--- src/rtl/serial_adder.sv ---
// Bit-serial LSB-first adder: one full-adder cell plus a carry flip-flop.
// Define SERIAL_ADDER_OVF_EN to add the registered signed-overflow output ovf.
module serial_adder #(
    parameter int WIDTH = 8
) (
    input  logic             clk,
    input  logic             rst,
    input  logic             start,
    input  logic [WIDTH-1:0] a,
    input  logic [WIDTH-1:0] b,
    input  logic             cin,
    output logic             busy,
    output logic             done,
    output logic [WIDTH-1:0] sum,
`ifdef SERIAL_ADDER_OVF_EN
    output logic             ovf,
`endif
    output logic             cout
);

    localparam int CW = $clog2(WIDTH + 1);

    typedef enum logic [1:0] {
        S_IDLE,
        S_SHIFT,
        S_FIN
    } state_t;

    state_t           state;
    state_t           state_nx;
    logic             accept;
    logic             last;

    logic [WIDTH-1:0] a_sh;
    logic [WIDTH-1:0] b_sh;
    logic [WIDTH-1:0] s_sh;
    logic [WIDTH-1:0] s_nx;
    logic             carry;
    logic             s_bit;
    logic             c_nx;
    logic [CW-1:0]    cnt;

    // The single full-adder cell working on the current LSBs.
    assign s_bit = a_sh[0] ^ b_sh[0] ^ carry;
    assign c_nx  = (a_sh[0] & b_sh[0]) | (a_sh[0] & carry) | (b_sh[0] & carry);
    assign s_nx  = {s_bit, {(WIDTH-1){1'b0}}} | (s_sh >> 1);
    assign last  = (cnt == CW'(WIDTH - 1));

    assign busy = (state == S_SHIFT);
    assign done = (state == S_FIN);

    always_ff @(posedge clk or posedge rst) begin
        if (rst) begin
            state <= S_IDLE;
        end else begin
            state <= state_nx;
        end
    end

    always_comb begin
        state_nx = state;
        accept   = 1'b0;
        unique case (state)
            S_IDLE: begin
                if (start) begin
                    accept   = 1'b1;
                    state_nx = S_SHIFT;
                end
            end
            S_SHIFT: begin
                if (last) begin
                    state_nx = S_FIN;
                end
            end
            S_FIN: begin
                state_nx = S_IDLE;
            end
            default: begin
                state_nx = S_IDLE;
            end
        endcase
    end

    always_ff @(posedge clk or posedge rst) begin
        if (rst) begin
            a_sh  <= '0;
            b_sh  <= '0;
            s_sh  <= '0;
            carry <= 1'b0;
            cnt   <= '0;
        end else if (accept) begin
            a_sh  <= a;
            b_sh  <= b;
            s_sh  <= '0;
            carry <= cin;
            cnt   <= '0;
        end else if (state == S_SHIFT) begin
            a_sh  <= a_sh >> 1;
            b_sh  <= b_sh >> 1;
            s_sh  <= s_nx;
            carry <= c_nx;
            cnt   <= cnt + CW'(1);
        end
    end

    // Result registers change only at the completion edge.
    always_ff @(posedge clk or posedge rst) begin
        if (rst) begin
            sum  <= '0;
            cout <= 1'b0;
        end else if (state == S_SHIFT && last) begin
            sum  <= s_nx;
            cout <= c_nx;
        end
    end

`ifdef SERIAL_ADDER_OVF_EN
    // carry still holds the carry into the MSB at the completion edge.
    always_ff @(posedge clk or posedge rst) begin
        if (rst) begin
            ovf <= 1'b0;
        end else if (state == S_SHIFT && last) begin
            ovf <= carry ^ c_nx;
        end
    end
`endif

endmodule

--- config.mk ---
export PLATFORM = sky130hd
export DESIGN_NAME = serial_adder
export DESIGN_NICKNAME = d
export VERILOG_FILES = /design/src/rtl/serial_adder.sv
export SDC_FILE = /design/constraint.sdc
export NUM_CORES = 1
export LEC_CHECK = 0
export BUFFER_PORTS_ARGS = -buffer_cell sky130_fd_sc_hd__buf_2
export CAP_MARGIN = 25
export CORE_ASPECT_RATIO = 1.5
export CORE_UTILIZATION = 54
export DETAILED_ROUTE_END_ITERATION = 8
export GPL_TIMING_DRIVEN = 1
export PLACE_DENSITY = 0.78
export RECOVER_POWER = 25
export SLEW_MARGIN = 25
export SYNTH_ARGS = -nofsm -noshare
export SYNTH_HDL_FRONTEND = slang
export SYNTH_SLANG_ARGS = --single-unit
--- constraint.sdc ---
create_clock -name clk -period 1.95 [get_ports clk]
set_input_delay 0.39 -clock clk [delete_from_list [all_inputs] [get_ports clk]]
set_output_delay 0.39 -clock clk [all_outputs]
set_load 0.01 [all_outputs]
# After elaboration in Yosys (flattened, before gate mapping)
# Cells that the tools add are included.
# classes
n_eq_ne,5
n_mux,15
addsub,1
reduce_logical,4
n_bitwise,8
# op_table
operator,n
$mux 8,6
$mux 4,2
$or 8x7->8,1
$add 4x1->4 const B,1
$eq 4x3->1 const B,1
$mux 1,4
$mux 2,2
$pmux 2 s2,1
$and 1x1->1,3
$eq 2x1->1 const B,1
$eq 2x2->1 const B,1
$logic_not 2->1,1
$ne 2x1->1 const B,1
$ne 2x2->1 const B,1
$or 1x1->1,2
$reduce_and 2->1,1
$reduce_bool 2->1,1
$xor 1x1->1,2
$logic_and 1x1->1,1
# word_totals
ff_bits,40
in_bits,20

# Longest topological paths before layout
# logic_depth
ltp_word,5
depth_mapped,6

# Least setup slack after synthesis
# Ideal clock, no wire load.
# synth_path
path_kind,register to register
startpoint,reg cnt[0]
endpoint,reg cout
required_time_ps,1825
n_path_buf,0
arrival_time_ps,1293
stages_incl_launch_ff,5
setup_slack_ps,532
path_cell_list,dfrtp_1 > ha_1 > nand2_1 > nor3_4 > mux2_2
# synth_via
elab_chain_cells,2
# synth_rtl
element,line,text
"start, declared",41,logic [CW-1:0] cnt;
"start signal, assigned",102,cnt <= cnt + CW'(1);
$eq 4x3->1,47,assign last = (cnt == CW'(WIDTH - 1));
$logic_and 1x1->1,111,end else if (state == S_SHIFT && last) begin
"end signal, assigned",113,cout <= c_nx;
"end, declared",18,output logic cout
# Every way passes these cells.
# A chain may end at the register's enable or synchronous reset.

# Worst setup path after layout
# layout_path
startpoint,reg state[1]
endpoint,out busy
# layout_via
elab_chain_cells,1
# layout_rtl
element,line,text
"start, declared",29,state_t state;
"start signal, assigned",56,state <= state_nx;
$eq 2x1->1,49,assign busy = (state == S_SHIFT);
"end, declared",12,"output logic busy,"
# Every way passes these cells.

==> metrics.txt <==
status=complete, no violations; initial DRC count=45; required time of the critical path=1.56 ns; largest area contributor in the netlist=dfrtp_1; Synth top area share=58.7%; syn_area_per_cell=10.9 µm²; Hold Vio Cnt, Final=0; register area share after synthesis=58.7%; CTS tree=yes; minimum clock period=1.82 ns; Static Leak=1.03 nW; Starting Density=57.0%; headroom to the max-slew limit=38.5%; Layout Nets=208; post-CTS sizing=0; CORE AREA=2910 µm²; register bit total from synthesis=39; Setup WS post-layout=0.131 ns; fraction of layout cells with a size suffix above 1=29.4%; crit path DAT=1.43 ns; Critical-path top delay cell=dfrtp_1; Post-synth top cells=39 x dfrtp_1, 39 x nand2_1, 24 x nand3_1; Post-Syn Area=1660 µm²; GRT Util Overall=22.8%; per-cell routed wire length=14.1 µm; Slew Viols, Final=0; Syn Nets=175; Row Count=24; Setup Skew=0.00435 ns; gpl congestion=0.796; synth top area cells=dfrtp_1 59%, nand2_1 8.8%, nand3_1 7.2%; initial antenna violation count=0; synth unique cells=25; CTS max path bufs=2; crit-path max FO=17; # hold bufs at CTS=0; Sink Count=39; Async SR Flop Fraction=100%; Buf+Inv Stages, Crit Path=2; largest net degree at the start of global routing=40; Final setup viols=0; die width=47.3 µm; RSZ-0062 raised after global routing=false; vias in the first global route=1257; Setup TNS=0 ns; worst hold-check path type=in2reg; met2 usage in global routing=36.4%; worst hold slack=0.296 ns; Clk Latency, worst-skew pair=0.29 ns; Post-DP HPWL=2180 µm; DP Worst Slack=0.303 ns; Cells after Synth=153; CP Capture Type=output pin; global routing's busiest layer=met2; CP Class=reg2out; Syn-to-layout area delta=17.4%; power per cell area=1600 nW/µm²; maximum vdd ir drop=832 µV; PortBufs=30; Main synth FF type=dfrtp_1; Routed WL=3190 µm; post-route clock period utilization=93.3%; number of buffers created by CTS=5; achievable frequency=0.550 GHz; met1 usage=29.3%; Die H=69.9 µm; io pins=31; CP Launch Type=flop; # DRC=0; Die Area=3310 µm²; CTS H-tree depth=2; slowest stage delay, CP=0.41 ns; Via density=5.57; first-pass GRT wire length=5470 µm; root buf cell=clkbuf_8; met3 usage=6.72%; routed via count=1258; CP top delay family=buffers and inverters; Reg clk slew, reported paths=0.07 ns; n_diodes=0; number of flops mapped to enable cells by yosys=0; gr ovfl total=0; synth warn=0; Routed Antenna Nets=0; postcts setup bufs=0; crit-path cells=nand2b_4 -> inv_2 -> buf_2; 1st-pass router iterations=4; max_cap viols=0; Worst-Margin Slew=0.923 ns
## path summary, 6_finish.rpt
| check | from | to | slack [ns] | cells past startpoint |
|---|---|---|---|---|
| max | state[1] | busy | 0.13 | 3 |
| min reg2reg | b_sh[1] | b_sh[0] | 0.49 | 2 |
| min in group asynchronous | rst | b_sh[7] | 0.37 | 3 |
| min | b[7] | b_sh[7] | 0.30 | 3 |
| max in group asynchronous | rst | a_sh[3] | 1.00 | 3 |
| max reg2reg | state[1] | sum[7] | 0.31 | 3 |
## report_power, final
part | switching (mW) | total [mW] | internal [mW]
registers | 0.224 | 1.38 | 1.16
clock network | 0.262 | 0.585 | 0.323
logic | 0.659 | 1.15 | 0.487
## layout by cell type (no fill, tap or decap)
master | netlist | routed
a21o_1 | 1 | 1
a22oi_1 | 14 | 14
a31oi_1 | 1 | 1
and2b_1 | 1 | 1
buf_2 | 6 | 30
buf_4 | 1 | 4
clkbuf_1 | 2 | 1
clkbuf_2 | 0 | 1
clkbuf_8 | 0 | 7
dfrtp_1 | 39 | 39
fa_1 | 1 | 1
ha_1 | 1 | 1
inv_1 | 1 | 1
inv_2 | 1 | 1
mux2_2 | 9 | 9
mux2i_1 | 2 | 2
nand2_1 | 39 | 39
nand2b_4 | 1 | 1
nand3_1 | 24 | 24
nand4_1 | 1 | 1
nor2_1 | 2 | 2
nor3_4 | 1 | 1
nor3b_1 | 1 | 1
nor3b_2 | 1 | 1
o21ai_0 | 1 | 1
or3b_1 | 1 | 1
xnor2_1 | 1 | 1
## flip-flops by register name (all words and copies together) (netlist names)
signal and cells:
a_sh 8, b_sh 8, sum 8, s_sh 7
cnt 4, state 2, carry 1, cout 1
## area by class of cell
| type | count | area [µm²] |
|---|---|---|
| Sequential cell | 39 | 976 |
| Fill cell | 260 | 962 |
| Multi-Input combinational cell | 103 | 633 |
| Timing Repair Buffer | 35 | 185 |
| Clock buffer | 8 | 100 |
| Tap cell | 39 | 48.8 |
| Inverter | 2 | 7.51 |
## layer usage
layer / part of all wire (%) / vias up / wire (µm)
li1: - / 591 / -
met1: 40 / 617 / 1280
met2: 54 / 46 / 1710
met3: 5.4 / 4 / 171
met4: 0.85 / 0 / 27
met5: 0 / - / 0
## per-stage QoR
step / area [µm²] / utilization (%) / total power, mW / instances
CTS: 1950 / 67.1 / 3.14 / 226
floorplan: 1660 / - / 2.21 / 153
global route: 1950 / 67.0 / 3.36 / 226
global placement: 1850 / 63.6 / 2.47 / 218
detailed placement: 1850 / 63.6 / 2.55 / 218
finish: 1950 / 67.0 / 3.11 / 226
## cell families after synthesis
| group | synth area share [%] |
|---|---|
| multiplexers | 7.30 |
| XOR/XNOR | 0.527 |
| flip-flops | 58.7 |
| AO/OA/AOI/OAI | 7.45 |
| buffers and inverters | 3.16 |
| adder cells (fa/ha/maj) | 1.96 |
| AND/OR/NAND/NOR | 20.9 |
## tightest hold or removal path: stages
cell and delay, ns:
buf_2 0.08, nand2_1 0.04, nand2_1 0.05
Power figures use the tool's default switching activity.
